[src/rtl/config_bus_master.sv]
// config_bus_master: host request/response channel to a tile config bus.
// One transaction outstanding at a time; every output comes from a register.
module config_bus_master #(
  parameter int ADDR_WIDTH   = 8,
  parameter int DATA_WIDTH   = 32,
  parameter int READ_LATENCY = 1
) (
  input  logic                  clk,
  input  logic                  reset,
  input  logic                  req_valid,
  output logic                  req_ready,
  input  logic                  req_write,
  input  logic [ADDR_WIDTH-1:0] req_addr,
  input  logic [DATA_WIDTH-1:0] req_data,
  output logic                  resp_valid,
  input  logic                  resp_ready,
  output logic [DATA_WIDTH-1:0] resp_data,
  output logic                  resp_write,
  output logic [ADDR_WIDTH-1:0] config_config_addr,
  output logic [DATA_WIDTH-1:0] config_config_data,
  output logic                  config_write,
  output logic                  config_read,
  input  logic [DATA_WIDTH-1:0] read_config_data
);

  typedef enum logic [1:0] {
    IDLE,
    WRITE,
    READ,
    RESP
  } state_t;

  localparam logic [3:0] LAST = 4'(READ_LATENCY - 1);

  state_t                state, state_d;
  logic [3:0]            cnt, cnt_d;
  logic                  req_ready_d;
  logic                  resp_valid_d;
  logic                  resp_write_d;
  logic [DATA_WIDTH-1:0] resp_data_d;
  logic                  config_write_d;
  logic                  config_read_d;
  logic [ADDR_WIDTH-1:0] addr_d;
  logic [DATA_WIDTH-1:0] data_d;

  // next state and next registered output values
  always_comb begin
    state_d        = state;
    cnt_d          = cnt;
    req_ready_d    = 1'b0;
    resp_valid_d   = 1'b0;
    resp_write_d   = resp_write;
    resp_data_d    = resp_data;
    config_write_d = 1'b0;
    config_read_d  = 1'b0;
    addr_d         = config_config_addr;
    data_d         = config_config_data;
    unique case (state)
      IDLE: begin
        req_ready_d = 1'b1;
        if (req_valid && req_ready) begin
          req_ready_d = 1'b0;
          addr_d      = req_addr;
          if (req_write) begin
            data_d         = req_data;
            config_write_d = 1'b1;
            state_d        = WRITE;
          end else begin
            config_read_d = 1'b1;
            cnt_d         = '0;
            state_d       = READ;
          end
        end
      end
      WRITE: begin
        resp_valid_d = 1'b1;
        resp_data_d  = '0;
        resp_write_d = 1'b1;
        state_d      = RESP;
      end
      READ: begin
        if (cnt == LAST) begin
          resp_valid_d = 1'b1;
          resp_data_d  = read_config_data;
          resp_write_d = 1'b0;
          state_d      = RESP;
        end else begin
          cnt_d         = cnt + 4'd1;
          config_read_d = 1'b1;
        end
      end
      RESP: begin
        if (resp_ready) begin
          req_ready_d  = 1'b1;
          resp_data_d  = '0;
          resp_write_d = 1'b0;
          state_d      = IDLE;
        end else begin
          resp_valid_d = 1'b1;
        end
      end
      default: state_d = IDLE;
    endcase
  end

  // state and output registers; reset drops any in-flight transaction
  always_ff @(posedge clk or posedge reset) begin
    if (reset) begin
      state              <= IDLE;
      cnt                <= '0;
      req_ready          <= 1'b0;
      resp_valid         <= 1'b0;
      resp_write         <= 1'b0;
      resp_data          <= '0;
      config_write       <= 1'b0;
      config_read        <= 1'b0;
      config_config_addr <= '0;
      config_config_data <= '0;
    end else begin
      state              <= state_d;
      cnt                <= cnt_d;
      req_ready          <= req_ready_d;
      resp_valid         <= resp_valid_d;
      resp_write         <= resp_write_d;
      resp_data          <= resp_data_d;
      config_write       <= config_write_d;
      config_read        <= config_read_d;
      config_config_addr <= addr_d;
      config_config_data <= data_d;
    end
  end

endmodule

[config.mk]
export PLATFORM = sky130hd
export DESIGN_NAME = config_bus_master
export DESIGN_NICKNAME = d
export VERILOG_FILES = /design/src/rtl/config_bus_master.sv
export SDC_FILE = /design/constraint.sdc
export NUM_CORES = 1
export LEC_CHECK = 0
export CORE_MARGIN = 2
export CORE_UTILIZATION = 38
export CTS_BUF_LIST = sky130_fd_sc_hd__clkbuf_8
export DETAILED_ROUTE_END_ITERATION = 10
export PLACE_DENSITY = 0.69
export RECOVER_POWER = 25
export SYNTH_ARGS = -nofsm -noshare
export SYNTH_HDL_FRONTEND = slang
export SYNTH_SLANG_ARGS = --single-unit
[constraint.sdc]
create_clock -name clk -period 6.5 [get_ports clk]
set_input_delay 0.65 -clock clk [delete_from_list [all_inputs] [get_ports clk]]
set_output_delay 0.65 -clock clk [all_outputs]
set_load 0.01 [all_outputs]
==> impl_metrics.prom, run 1 <==
# TYPE chip_impl_metric gauge
chip_impl_metric{name="drt-total-wl",unit="µm"} 8240
chip_impl_metric{name="chipWidth",unit="µm"} 100
chip_impl_metric{name="synth.cell_area",unit="µm²"} 3530
chip_impl_metric{name="timing_max_transition_violations_final",unit=""} 69
chip_impl_metric{name="n_diodes",unit=""} 0
chip_impl_info{name="cp-end-kind",value="register"} 1
chip_impl_info{name="cts.root.buffer_cell",value="clkbuf_8"} 1
chip_impl_metric{name="placeableCoreArea",unit="µm²"} 9110
chip_impl_metric{name="fin_tns_setup",unit="ns"} 0
chip_impl_metric{name="htree_levels",unit=""} 3
chip_impl_metric{name="worstMarginPinSlew",unit="ns"} 1.76
chip_impl_metric{name="global_route.overflow_total",unit=""} 0
chip_impl_metric{name="grt_start_max_net_pins",unit=""} 84
chip_impl_metric{name="synthCells",unit=""} 275
chip_impl_metric{name="seq_power_share",unit="%"} 34.9
chip_impl_metric{name="groute.usage.overall",unit="%"} 16.4
chip_impl_info{name="unrepaired_setup_endpoints_after_global_routing",value="false"} 1
chip_impl_info{name="tritoncts",value="yes"} 1
chip_impl_info{name="crit_path_top_delay_cell",value="clkbuf_1"} 1
chip_impl_info{name="worstSetupStartpointType",value="register"} 1
chip_impl_metric{name="power.density_cell_area",unit="nW/µm²"} 477
chip_impl_metric{name="place.port_buffers",unit=""} 153
chip_impl_metric{name="clk_pin_slew",unit="ns"} 0.08
chip_impl_metric{name="wl_per_instance",unit="µm"} 15.1
chip_impl_metric{name="p_comb_share",unit="%"} 49.8
chip_impl_metric{name="areaGrowthSynthToFinish",unit="%"} 51.6
chip_impl_info{name="status",value="complete, but fails checks"} 1
chip_impl_metric{name="place_congestion",unit=""} 0.709
chip_impl_metric{name="first_iter_violations",unit=""} 87
chip_impl_metric{name="synth-edff-count",unit=""} 0
chip_impl_metric{name="drt_pass1_iterations",unit=""} 4
chip_impl_metric{name="cap_viol_max_count",unit=""} 2
chip_impl_metric{name="grt_pass1_vias",unit=""} 2519
chip_impl_info{name="timing_worst_setup_path_type",value="reg2reg"} 1
chip_impl_metric{name="power_switching",unit="mW"} 0.847
chip_impl_metric{name="synth_warnings",unit=""} 0
chip_impl_metric{name="yosys.area.top_type_share",unit="%"} 58.8
chip_impl_metric{name="worst-path-buf-inv",unit=""} 2
chip_impl_metric{name="grt_antenna_before_repair",unit=""} 0
chip_impl_metric{name="cts_setup_buffers",unit=""} 0
chip_impl_metric{name="power_report.internal_total",unit="mW"} 1.71
chip_impl_info{name="cpLargestDelayFamily",value="buffers and inverters"} 1
chip_impl_metric{name="total_leakage_power",unit="nW"} 2.45
chip_impl_metric{name="setup-violations-final",unit=""} 0
chip_impl_metric{name="top_level_ports",unit=""} 154
chip_impl_info{name="worstHoldPathType",value="reg2reg"} 1
chip_impl_info{name="cp_cell_sequence",value="inv_1 > ha_1 > clkbuf_1 > nand2b_1 > a22oi_1 > mux2i_1"} 1
chip_impl_metric{name="initial_utilization",unit="%"} 38.7
chip_impl_info{name="yosys-top-cells-count",value="dfrtp_1 (83), mux2_2 (42), inv_1 (35)"} 1
chip_impl_metric{name="nets",unit=""} 516
chip_impl_metric{name="worst-path-max-fanout",unit=""} 34
chip_impl_info{name="failing_checks",value="capacitance limit, slew limit"} 1
chip_impl_metric{name="timing.critical_path.slowest_cell_delay",unit="ns"} 1.12
chip_impl_metric{name="number_of_buffers_created_by_cts",unit=""} 9
chip_impl_metric{name="die_height",unit="µm"} 100
chip_impl_metric{name="synthArstFlopShare",unit="%"} 100
chip_impl_metric{name="post_drt_via_cell_ratio",unit=""} 4.69
chip_impl_metric{name="worst_clock_skew",unit="ns"} 0.0125
chip_impl_metric{name="timing.max_slew.rel_slack",unit="%"} -17.3
chip_impl_metric{name="routed-via-count",unit=""} 2563
chip_impl_metric{name="ctsHoldBuffers",unit=""} 0
chip_impl_metric{name="crit_arrival",unit="ns"} 3.19
chip_impl_info{name="synth.top_cells.by_area",value="dfrtp_1 (59%), mux2_2 (13%), mux2i_1 (8.2%), inv_1 (3.7%), nand2_1 (3.5%)"} 1
chip_impl_metric{name="cts_buffer_depth",unit=""} 2
chip_impl_metric{name="synth-seq-area-share",unit="%"} 58.8
chip_impl_metric{name="drc_errors",unit=""} 0
chip_impl_metric{name="rows",unit=""} 35
chip_impl_metric{name="grt_pass1_wl",unit="µm"} 13000
chip_impl_metric{name="clkSinkCount",unit=""} 83
chip_impl_info{name="most_instantiated_library_cell_after_synthesis",value="dfrtp_1"} 1
chip_impl_metric{name="final.min_clock_period",unit="ns"} 2.95
chip_impl_metric{name="remaining_antenna_violation_count",unit=""} 0
chip_impl_metric{name="clkLatencyLatePin",unit="ns"} 0.34
chip_impl_metric{name="fillCellCount",unit=""} 795
chip_impl_metric{name="yosysUniqueCellTypes",unit=""} 29
chip_impl_metric{name="drive_gt1_share",unit="%"} 14.7
chip_impl_metric{name="postCtsResizedCells",unit=""} 0
chip_impl_metric{name="timing_hold_violations_final",unit=""} 0
chip_impl_metric{name="max_clock_freq",unit="GHz"} 0.339
chip_impl_metric{name="dieArea",unit="µm²"} 10100
chip_impl_info{name="synth_largest_area_cell",value="dfrtp_1"} 1
chip_impl_metric{name="power_frac_clock",unit="%"} 15.3
chip_impl_metric{name="mappedNetlistNets",unit=""} 359
chip_impl_metric{name="dp_hpwl",unit="µm"} 5890
chip_impl_metric{name="layout_worst_path_cycle_share",unit="%"} 45.3
chip_impl_metric{name="worst-endpoint-required",unit="ns"} 6.75
chip_impl_metric{name="vdd.ir_drop.worst",unit="µV"} 211
chip_impl_metric{name="netSwitchingFraction",unit="%"} 33.2
chip_impl_metric{name="placed_cells_incl_taps",unit=""} 532
chip_impl_metric{name="postSynthRegisterBits",unit=""} 83
chip_impl_metric{name="layoutNonFillerInstCount",unit=""} 547
chip_impl_info{name="primary_ff_master_synth",value="dfrtp_1"} 1
chip_impl_metric{name="post_synthesis_average_cell_area",unit="µm²"} 12.8
-- routing by layer --
layer	routed length (µm)	global-route usage, %	vias to the layer above	part of all wire, %
met3	589	4.53	8	7.1
met1	3810	23.1	1224	46
met2	3760	24.3	98	46
met4	88	5.69	0	1.1
met5	0	0	-	0
li1	-	-	1233	-
-- cell usage in the layout (no fill, tap or decap) --
cell               n
or3b_4             1
bufinv_16          2
nand4_1            1
a211o_2            1
clkbuf_1           2
a21oi_1            3
ha_1               7
nor3_1             1
and2b_2            1
buf_4              2
nand2b_1           2
a22o_1             2
a22oi_1            2
nor3b_1            1
o21ai_0            1
nor2_1             6
a221oi_2           1
nand3_1            2
mux2i_1           29
clkbuf_8           9
dlygate4sd3_1      1
a211oi_4           1
mux2_2            42
inv_1             35
dfrtp_1           83
clkinvlp_2         1
a32o_1             7
clkdlybuf4s50_1  152
clkinv_2           2
nand2_1           33
a21o_1             1
clkinv_4           1
nand4b_1           1
-- final timing paths --
| path | startpoint | endpoint | slack, ns | cells past startpoint |
|---|---|---|---|---|
| max | state[0] | cnt[0] | 3.55 | 6 |
| min | resp_write | resp_write | 0.50 | 1 |
| max reg2reg | state[0] | cnt[0] | 3.55 | 6 |
| min reg2reg | resp_write | resp_write | 0.50 | 1 |
| max in group asynchronous | reset | cnt[2] | 4.70 | 3 |
| min in group asynchronous | reset | config_config_data[9] | 1.12 | 3 |
-- registers in the layout, summed over array words and instances (netlist names) --
| signal | flops |
|---|---|
| cnt | 4 |
| state | 2 |
| config_config_addr | 8 |
| resp_valid | 1 |
| resp_data | 32 |
| config_write | 1 |
| config_config_data | 32 |
| config_read | 1 |
| resp_write | 1 |
| req_ready | 1 |
-- stage by stage --
| stage | total power, mW | setup slack (ns) | utilization [%] | area [µm²] | hold WS [ns] |
|---|---|---|---|---|---|
| 2_1_floorplan | 1.57 | 3.71 | - | 3530 | 0.511 |
| 3_3_place_gp | 2.15 | 4.15 | 56.6 | 5150 | 0.475 |
| 3_5_place_dp | 2.19 | 4.10 | 56.6 | 5150 | 0.482 |
| 4_1_cts | 2.59 | 4.41 | 58.8 | 5360 | 0.501 |
| 5_1_grt | 2.72 | 3.23 | 58.8 | 5350 | 0.512 |
| 6_report | 2.55 | 3.55 | 58.8 | 5350 | 0.496 |
-- worst reg2reg max path, cell delays in order (launching register included) --
cell and delay (ns):
dfrtp_1 0.42, inv_1 0.14, ha_1 0.16, clkbuf_1 1.12
nand2b_1 0.29, a22oi_1 0.47, mux2i_1 0.25
-- power by group through the flow --
| stage | clock (mW) | sequential, mW | combinational, mW |
|---|---|---|---|
| finish | 0.391 | 0.891 | 1.27 |
| detailed placement | 0 | 0.903 | 1.28 |
| CTS | 0.408 | 0.893 | 1.29 |
| global placement | 0 | 0.893 | 1.26 |
| global route | 0.429 | 0.926 | 1.37 |
| floorplan | 0 | 1.01 | 0.565 |
-- layout make-up --
type,instances,area [µm²],share of cell area (%)
tap,111,139,2.60
clock inverter,6,82.6,1.54
sequential,83,2080,38.8
clock buffer,9,124,2.31
inverter,35,133,2.48
multi-input combinational,146,1240,23.2
timing repair buffer,157,1550,29.0
-- logic make-up (layout without fill, tap and decap cells) --
| logic type | count (synthesis) | after routing | synth area share (%) |
|---|---|---|---|
| flip-flops | 83 | 83 | 58.8 |
| AND/OR/NAND/NOR | 49 | 49 | 6.13 |
| multiplexers | 71 | 71 | 21.6 |
| AO/OA/AOI/OAI | 19 | 19 | 4.75 |
| adder cells (fa/ha/maj) | 7 | 7 | 2.48 |
| buffers and inverters | 46 | 207 | 6.17 |
No activity file was read; power rests on OpenSTA's default activity.
==> run 2: changes to the inputs <==
==> constraint.sdc (replaced) <==
create_clock -name clk -period 3.1 [get_ports clk]
set_input_delay 0.31 -clock clk [delete_from_list [all_inputs] [get_ports clk]]
set_output_delay 0.31 -clock clk [all_outputs]
set_load 0.01 [all_outputs]
==> run 2 against run 1 <==
  * The run now ends clean
  * Critical path depth is the same
  * Via count grew 0.23%
  * Maximum frequency grew 41%
  * Wire length shrank 0.81%
  * Setup slack lost 2.5 ns
  * Sequential power grew 110%
  * Combinational power grew 110%
  * Cell count grew 0.37%
  * Critical path type unchanged
  * Highest routed layer unchanged
==> impl_metrics.prom, run 2 (synthesis gave the netlist of run 1 again) <==
# TYPE chip_impl_metric gauge
chip_impl_metric{name="crit_arrival",unit="ns"} 2.36
chip_impl_metric{name="timing_max_transition_violations_final",unit=""} 0
chip_impl_metric{name="routed-via-count",unit=""} 2569
chip_impl_info{name="startpoint_of_the_most_critical_hold_path",value="resp_write"} 1
chip_impl_metric{name="number_of_buffers_created_by_cts",unit=""} 9
chip_impl_metric{name="worst_clock_skew",unit="ns"} 0.0106
chip_impl_metric{name="power.density_cell_area",unit="nW/µm²"} 1000
chip_impl_metric{name="chipWidth",unit="µm"} 100
chip_impl_metric{name="multi_input_area",unit="µm²"} 1240
chip_impl_metric{name="clk_pin_slew",unit="ns"} 0.09
chip_impl_metric{name="worst-path-max-fanout",unit=""} 27
chip_impl_metric{name="grt_antenna_before_repair",unit=""} 0
chip_impl_info{name="crit_path_top_delay_cell",value="buf_4"} 1
chip_impl_metric{name="drive_gt1_share",unit="%"} 15.5
chip_impl_metric{name="global_route.overflow_total",unit=""} 0
chip_impl_metric{name="cts_buffer_depth",unit=""} 2
chip_impl_info{name="status",value="finished clean"} 1
chip_impl_metric{name="clkSinkCount",unit=""} 83
chip_impl_metric{name="drt_pass1_iterations",unit=""} 4
chip_impl_metric{name="worst-path-buf-inv",unit=""} 2
chip_impl_metric{name="wl_per_instance",unit="µm"} 14.9
chip_impl_metric{name="netSwitchingFraction",unit="%"} 33.2
chip_impl_metric{name="placeableCoreArea",unit="µm²"} 9110
chip_impl_info{name="timing_worst_setup_path_type",value="reg2reg"} 1
chip_impl_metric{name="top_level_ports",unit=""} 154
chip_impl_metric{name="timing.critical_path.slowest_cell_delay",unit="ns"} 0.43
chip_impl_metric{name="power_switching",unit="mW"} 1.79
chip_impl_metric{name="initial_utilization",unit="%"} 38.7
chip_impl_metric{name="fillCellCount",unit=""} 786
chip_impl_metric{name="worstMarginPinSlew",unit="ns"} 1.19
chip_impl_metric{name="max_clock_freq",unit="GHz"} 0.478
chip_impl_metric{name="p_comb_share",unit="%"} 49.6
chip_impl_metric{name="setup-violations-final",unit=""} 0
chip_impl_metric{name="place.port_buffers",unit=""} 153
chip_impl_metric{name="groute.usage.overall",unit="%"} 16.5
chip_impl_info{name="holdPathEnd",value="resp_write"} 1
chip_impl_metric{name="seq_power_share",unit="%"} 34.7
chip_impl_metric{name="dieArea",unit="µm²"} 10100
chip_impl_metric{name="cts_setup_buffers",unit=""} 0
chip_impl_metric{name="layout_worst_path_cycle_share",unit="%"} 67.5
chip_impl_info{name="worstSetupStartpointType",value="register"} 1
chip_impl_metric{name="finalCoreUtilization",unit="%"} 59.0
chip_impl_info{name="cp-end-kind",value="register"} 1
chip_impl_metric{name="clkLatencyLatePin",unit="ns"} 0.35
chip_impl_metric{name="place_congestion",unit=""} 0.731
chip_impl_metric{name="areaGrowthSynthToFinish",unit="%"} 52.2
chip_impl_metric{name="reg2regPathDepth",unit=""} 6
chip_impl_metric{name="rows",unit=""} 35
chip_impl_info{name="crit-reg2reg-launch",value="cnt[0]"} 1
chip_impl_metric{name="vdd.ir_drop.worst",unit="µV"} 481
chip_impl_metric{name="cp.depth",unit=""} 6
chip_impl_info{name="cts.root.buffer_cell",value="clkbuf_8"} 1
chip_impl_metric{name="stdcell_area",unit="µm²"} 5370
chip_impl_metric{name="power_report.internal_total",unit="mW"} 3.59
chip_impl_info{name="tritoncts",value="yes"} 1
chip_impl_metric{name="worstHoldPathCells",unit=""} 1
chip_impl_metric{name="nets",unit=""} 517
chip_impl_metric{name="worst-endpoint-required",unit="ns"} 3.36
chip_impl_info{name="unrepaired_setup_endpoints_after_global_routing",value="false"} 1
chip_impl_metric{name="remaining_antenna_violation_count",unit=""} 0
chip_impl_metric{name="ctsHoldBuffers",unit=""} 0
chip_impl_metric{name="grt_start_max_net_pins",unit=""} 34
chip_impl_info{name="rr_endpoint",value="resp_data[2]"} 1
chip_impl_metric{name="grt_pass1_wl",unit="µm"} 13000
chip_impl_metric{name="drc_errors",unit=""} 0
chip_impl_metric{name="drt-total-wl",unit="µm"} 8180
chip_impl_metric{name="first_iter_violations",unit=""} 68
chip_impl_metric{name="p_total",unit="mW"} 5.37
chip_impl_metric{name="timing.max_slew.rel_slack",unit="%"} 20.3
chip_impl_metric{name="fin_tns_setup",unit="ns"} 0
chip_impl_metric{name="postCtsResizedCells",unit=""} 0
chip_impl_info{name="cp_cell_sequence",value="inv_1 > ha_1 > or3b_4 > a211oi_4 > buf_4 > mux2i_1"} 1
chip_impl_metric{name="postPlaceCellArea",unit="µm²"} 5160
chip_impl_metric{name="timing_hold_violations_final",unit=""} 0
chip_impl_metric{name="cap_viol_max_count",unit=""} 0
chip_impl_metric{name="n_diodes",unit=""} 0
chip_impl_metric{name="grt_pass1_vias",unit=""} 2706
chip_impl_info{name="registers_with_the_highest_flip_flop_counts",value="config_config_data (32), resp_data (32), config_config_addr (8)"} 1
chip_impl_info{name="final_common_cell",value="clkdlybuf4s50_1"} 1
chip_impl_metric{name="ff_latch_area",unit="µm²"} 2080
chip_impl_info{name="mostFrequentLayoutCells",value="clkdlybuf4s50_1 (152), dfrtp_1 (83), mux2_2 (42)"} 1
chip_impl_metric{name="total_leakage_power",unit="nW"} 2.46
chip_impl_info{name="cpLargestDelayFamily",value="buffers and inverters"} 1
chip_impl_metric{name="power_frac_clock",unit="%"} 15.7
chip_impl_metric{name="worst_r2r_setup_slack",unit="ns"} 1.01
chip_impl_metric{name="final.min_clock_period",unit="ns"} 2.09
chip_impl_metric{name="htree_levels",unit=""} 3
chip_impl_info{name="worstHoldPathType",value="reg2reg"} 1
chip_impl_metric{name="dp_hpwl",unit="µm"} 6000
chip_impl_metric{name="post_drt_via_cell_ratio",unit=""} 4.68
chip_impl_metric{name="die_height",unit="µm"} 100
## run 2: changes by cell type in the layout (fill, tap and decap cells not counted)
| cell | change |
|---|---|
| clkbuf_1 | -2 |
| clkbuf_2 | +2 |
| buf_4 | +1 |
| clkinv_2 | -1 |
| clkinv_4 | +1 |
| clkinvlp_4 | +1 |
## run 2: worst max-delay path by stage
stage	from	to
after floorplan	reset	cnt[0]
after global placement	cnt[0]	resp_data[23]
after global routing	reset	config_config_addr[0]
final	cnt[0]	resp_data[2]
after CTS	cnt[0]	resp_data[2]
after detailed placement	cnt[0]	resp_data[2]
## run 2: final cells by class
class                           count  area share, %
Tap cell                          111           2.58
Clock buffer                        9           2.31
Multi-Input combinational cell    146           23.1
Clock inverter                      7           1.75
Sequential cell                    83           38.7
Timing Repair Buffer              158           29.1
Inverter                           35           2.47
## run 2: power groups by stage
| stage | combinational, mW | sequential (mW) | clock [mW] |
|---|---|---|---|
| 4_1_cts | 2.70 | 1.87 | 0.876 |
| 3_3_place_gp | 2.64 | 1.87 | 0 |
| 2_1_floorplan | 1.19 | 2.11 | 0 |
| 5_1_grt | 2.88 | 1.94 | 0.927 |
| 6_report | 2.66 | 1.86 | 0.845 |
| 3_5_place_dp | 2.69 | 1.89 | 0 |
## run 2: layer usage
layer / part of all wire (%) / track usage, % / vias up
li1: - / - / 1234
met2: 46 / 26.4 / 105
met1: 45 / 21.2 / 1221
met4: 1.3 / 6.11 / 0
met5: 0 / 0 / -
met3: 7.7 / 5.08 / 9
## run 2: through the flow
step | hold WS, ns | setup slack (ns) | cells
final | 0.488 | 1.01 | 549
after global routing | 0.501 | 0.846 | 549
after CTS | 0.287 | 0.977 | 549
after detailed placement | 0.469 | 1.01 | 533
after global placement | 0.467 | 1.10 | 533
after floorplan | 0.447 | 0.653 | 275
==> RTL edit 1, RTL diff (settings of run 1) <==
Set the parameter `ADDR_WIDTH` to 6 (it was 8).
--- a/src/rtl/config_bus_master.sv
+++ b/src/rtl/config_bus_master.sv
@@ -3,3 +3,3 @@
 module config_bus_master #(
-  parameter int ADDR_WIDTH   = 8,
+  parameter int ADDR_WIDTH   = 6,
   parameter int DATA_WIDTH   = 32,
Ports: changed (resized config_config_addr and req_addr); port bits go from 154 to 150. No check against the original RTL was run, so the function may have changed too.
==> RTL edit 1 against run 1 <==
- the flow still finishes with violations (max-capacitance violations, max-slew violations)
- worst setup slack improved by 0.064 ns
- first-iteration DRC count is 24% lower
- fmax increased by 2.2%
- power shrank 2.1%
- synthesized area down 2.0%
- sequential share of layout area decreased by 0.21 points
- design area decreased by 1.9%
- wire length shrank 5.4%
- sequential cell count shrank 2
- worst hold slack got worse by 0.0014 ns
- critical path type unchanged
- critical endpoint is now config_config_data[18]
- largest power group unchanged
==> RTL edit 1: results (changes against run 1) <==
[status]
outcome=finished, violations left  ; unchanged
violations=max-capacitance violations, max-slew violations  ; unchanged

[global_route]
grt_pass1_wl_mm=12.6  ; was 13.0 mm
grt_max_degree=82  ; was 84
track_usage=0.162  ; was 0.164

[critical_path]
cpPeakStageDelay_ns=1.27  ; was 1.12 ns
r2r_setup_slack_ns=3.62  ; was 3.55 ns
rr_worst_depth=5  ; was 6
r2r-end=config_config_data[18]  ; was cnt[0]

[sta]
skew_ns=0.00845  ; was 0.0125 ns
maxSlewViolCount=34  ; was 69
min_period_over_period=0.443  ; was 0.453
tightestPinTransition_ns=1.76  ; about the same

[placement]
placed_area_um2=5050  ; was 5150 um2
post-place-ws_ns=4.20  ; was 4.10 ns
globalplace.congestion=0.716  ; was 0.709
io_buffer_count=149  ; was 153
dp_hpwl_mm=5.51  ; was 5.89 mm

[drt]
avgRoutedWirePerCell_um=14.4  ; was 15.1 um

[power]
swShare=0.329  ; was 0.332
ir_worst_vdd_uv=211  ; about the same
pwr-share-clk=0.157  ; was 0.153

[finish]
fin_nets=510  ; was 516
num-fill-cells=746  ; was 795

[synthesis]
synth_common_cells=dfrtp_1, mux2_2, inv_1  ; unchanged
seq_area_frac_synth=0.586  ; was 0.588

[flow_run]
max_cap_viol_count=1  ; was 2

-- RTL edit 1: metal layers --
| metal | part of all wire | routed length, um | up-vias | GRT usage |
|---|---|---|---|---|
| met5 | 0 | 0 | - | 0 |
| met4 | 0.018 | 140 | 0 | 0.0685 |
| met3 | 0.11 | 864 | 12 | 0.0710 |
| met2 | 0.42 | 3290 | 118 | 0.230 |
| met1 | 0.45 | 3500 | 1190 | 0.217 |
| li1 | - | - | 1216 | - |
-- RTL edit 1: area by class of cell --
| class | instances | area, um2 | share of cell area |
|---|---|---|---|
| Sequential cell | 81 | 2030 | 0.386 |
| Clock inverter | 5 | 72.6 | 0.0138 |
| Tap cell | 108 | 135 | 0.0257 |
| Timing Repair Buffer | 153 | 1520 | 0.289 |
| Inverter | 37 | 140 | 0.0267 |
| Multi-Input combinational cell | 146 | 1220 | 0.233 |
| Clock buffer | 10 | 138 | 0.0262 |
==> RTL edit 2, RTL diff (settings of run 1) <==
Made on the original files. Register the input `read_config_data` before use, cleared by the reset. The logic sees it one clock later. The other inputs are not delayed to match.
--- a/src/rtl/config_bus_master.sv
+++ b/src/rtl/config_bus_master.sv
@@ -33,2 +33,12 @@
   localparam logic [3:0] LAST = 4'(READ_LATENCY - 1);
+
+  logic [DATA_WIDTH-1:0] read_config_data_q;
+
+  always_ff @(posedge clk or posedge reset) begin
+    if (reset) begin
+      read_config_data_q <= '0;
+    end else begin
+      read_config_data_q <= read_config_data;
+    end
+  end
 
@@ -83,3 +93,3 @@
           resp_valid_d = 1'b1;
-          resp_data_d  = read_config_data;
+          resp_data_d  = read_config_data_q;
           resp_write_d = 1'b0;
Behaviour: not the same (Yosys sat finds a counterexample within 4 cycles, from zero or initial values and one cycle with reset high).
==> RTL edit 2 against run 1 <==
- the run still ends with max-capacitance violations, max-slew violations left
- design area grew 19%
- global-route usage rose by 0.32 points
- worst setup slack worse by 0.067 ns
- sequential cell count rose by 32
- synthesized area increased by 21%
- clock power is 71% higher
- wire length up 15%
- power is 19% higher
- highest routed layer unchanged
==> RTL edit 2: results (changes against run 1) <==
[finish]
clkCellAreaFrac=0.0631  ; was 0.0386
design_area_um2=6360  ; was 5350 um2
drive_gt1_frac=0.151  ; was 0.147
inv_count=32  ; was 35
multi_input_area_share=0.192  ; was 0.232
antennaDiodeCount=2  ; was 0
n_clock_buffer=19  ; was 9
multi_input_gates=143  ; was 146
fin_nets=550  ; was 516
top_regs=config_config_data x32, read_config_data_q x32, resp_data x32  ; was config_config_data x32, resp_data x32, config_config_addr x8
seq_share=0.452  ; was 0.388
buf_share=0.245  ; was 0.290

[drt]
route.layer.met1.wl_mm=3.89  ; was 3.81 mm
met2_length_mm=4.49  ; was 3.76 mm
vias=2893  ; was 2,563
totalWireLength_mm=9.50  ; was 8.24 mm

[status]
violations=max-capacitance violations, max-slew violations  ; unchanged
outcome=finished, violations left  ; unchanged

[placement]
dp_hpwl_mm=6.55  ; was 5.89 mm
placed_cells=587  ; was 532
placed_area_um2=5960  ; was 5150 um2
globalplace.congestion=0.703  ; was 0.709

[synthesis]
synth_mux_area_frac=0.171  ; was 0.216
syn_nets=386  ; was 359
synth_fa_ha_area_frac=0.0204  ; was 0.0248
ys_seq_elements=115  ; was 83
synth.area.top_cells=dfrtp_1, mux2_2, mux2i_1  ; unchanged
seq_area_frac_synth=0.671  ; was 0.588
synth-compound-area-share=0.0461  ; was 0.0475
avgSynthCellArea_um2=14.2  ; was 12.8 um2

[sta]
maxSlewViolCount=59  ; was 69
fin_hold_ws_ns=0.482  ; was 0.496 ns
skew_ns=0.00862  ; was 0.0125 ns
fin_ws_ns=3.49  ; was 3.55 ns

[global_route]
grt_use_met3=0.0788  ; was 0.0453
use_met1=0.191  ; was 0.231
grt_antenna_before_repair=2  ; was 0
grt_pass1_vias=3109  ; was 2,519
track_usage=0.167  ; was 0.164
grt_max_degree=59  ; was 84
met2_usage=0.259  ; was 0.243

[critical_path]
r2r_setup_slack_ns=4.37  ; was 3.55 ns
crit_arrival_ns=3.51  ; was 3.19 ns
cpPeakStageDelay_ns=1.42  ; was 1.12 ns

[power]
ir_worst_vdd_uv=222  ; was 211 uV
intPower_mw=2.08  ; was 1.71 mW
total_power_mw=3.03  ; was 2.55 mW
p_leak_nw=2.91  ; was 2.45 nW

[flow_run]
max_cap_viol_count=1  ; was 2

[RTL edit 2: cell count changes after synthesis, moves of 2 or more]
cell | run 1 | this run
clkbuf_1 | 2 | 7
mux2_2 | 42 | 37
buf_2 | 4 | 2
mux2_1 | 0 | 5
a32o_1 | 7 | 10
mux2i_1 | 29 | 26
buf_8 | 0 | 2
buf_12 | 2 | 0
nand2_1 | 33 | 30
inv_1 | 35 | 32
dfrtp_1 | 83 | 115
[RTL edit 2: final timing paths]
check	start	endpoint	cells after the start
setup reg to reg	state[0]	resp_data[26]	6
max in group clk	state[0]	resp_data[26]	6
hold / removal	resp_write	resp_write	1
setup / recovery	reset	resp_data[17]	3
hold reg to reg	resp_write	resp_write	1
min in group asynchronous	reset	resp_data[21]	2
[RTL edit 2: worst max-delay path: cells and delay by family]
family / cells / cell delay, ns
buffers and inverters: 3 / 2.78
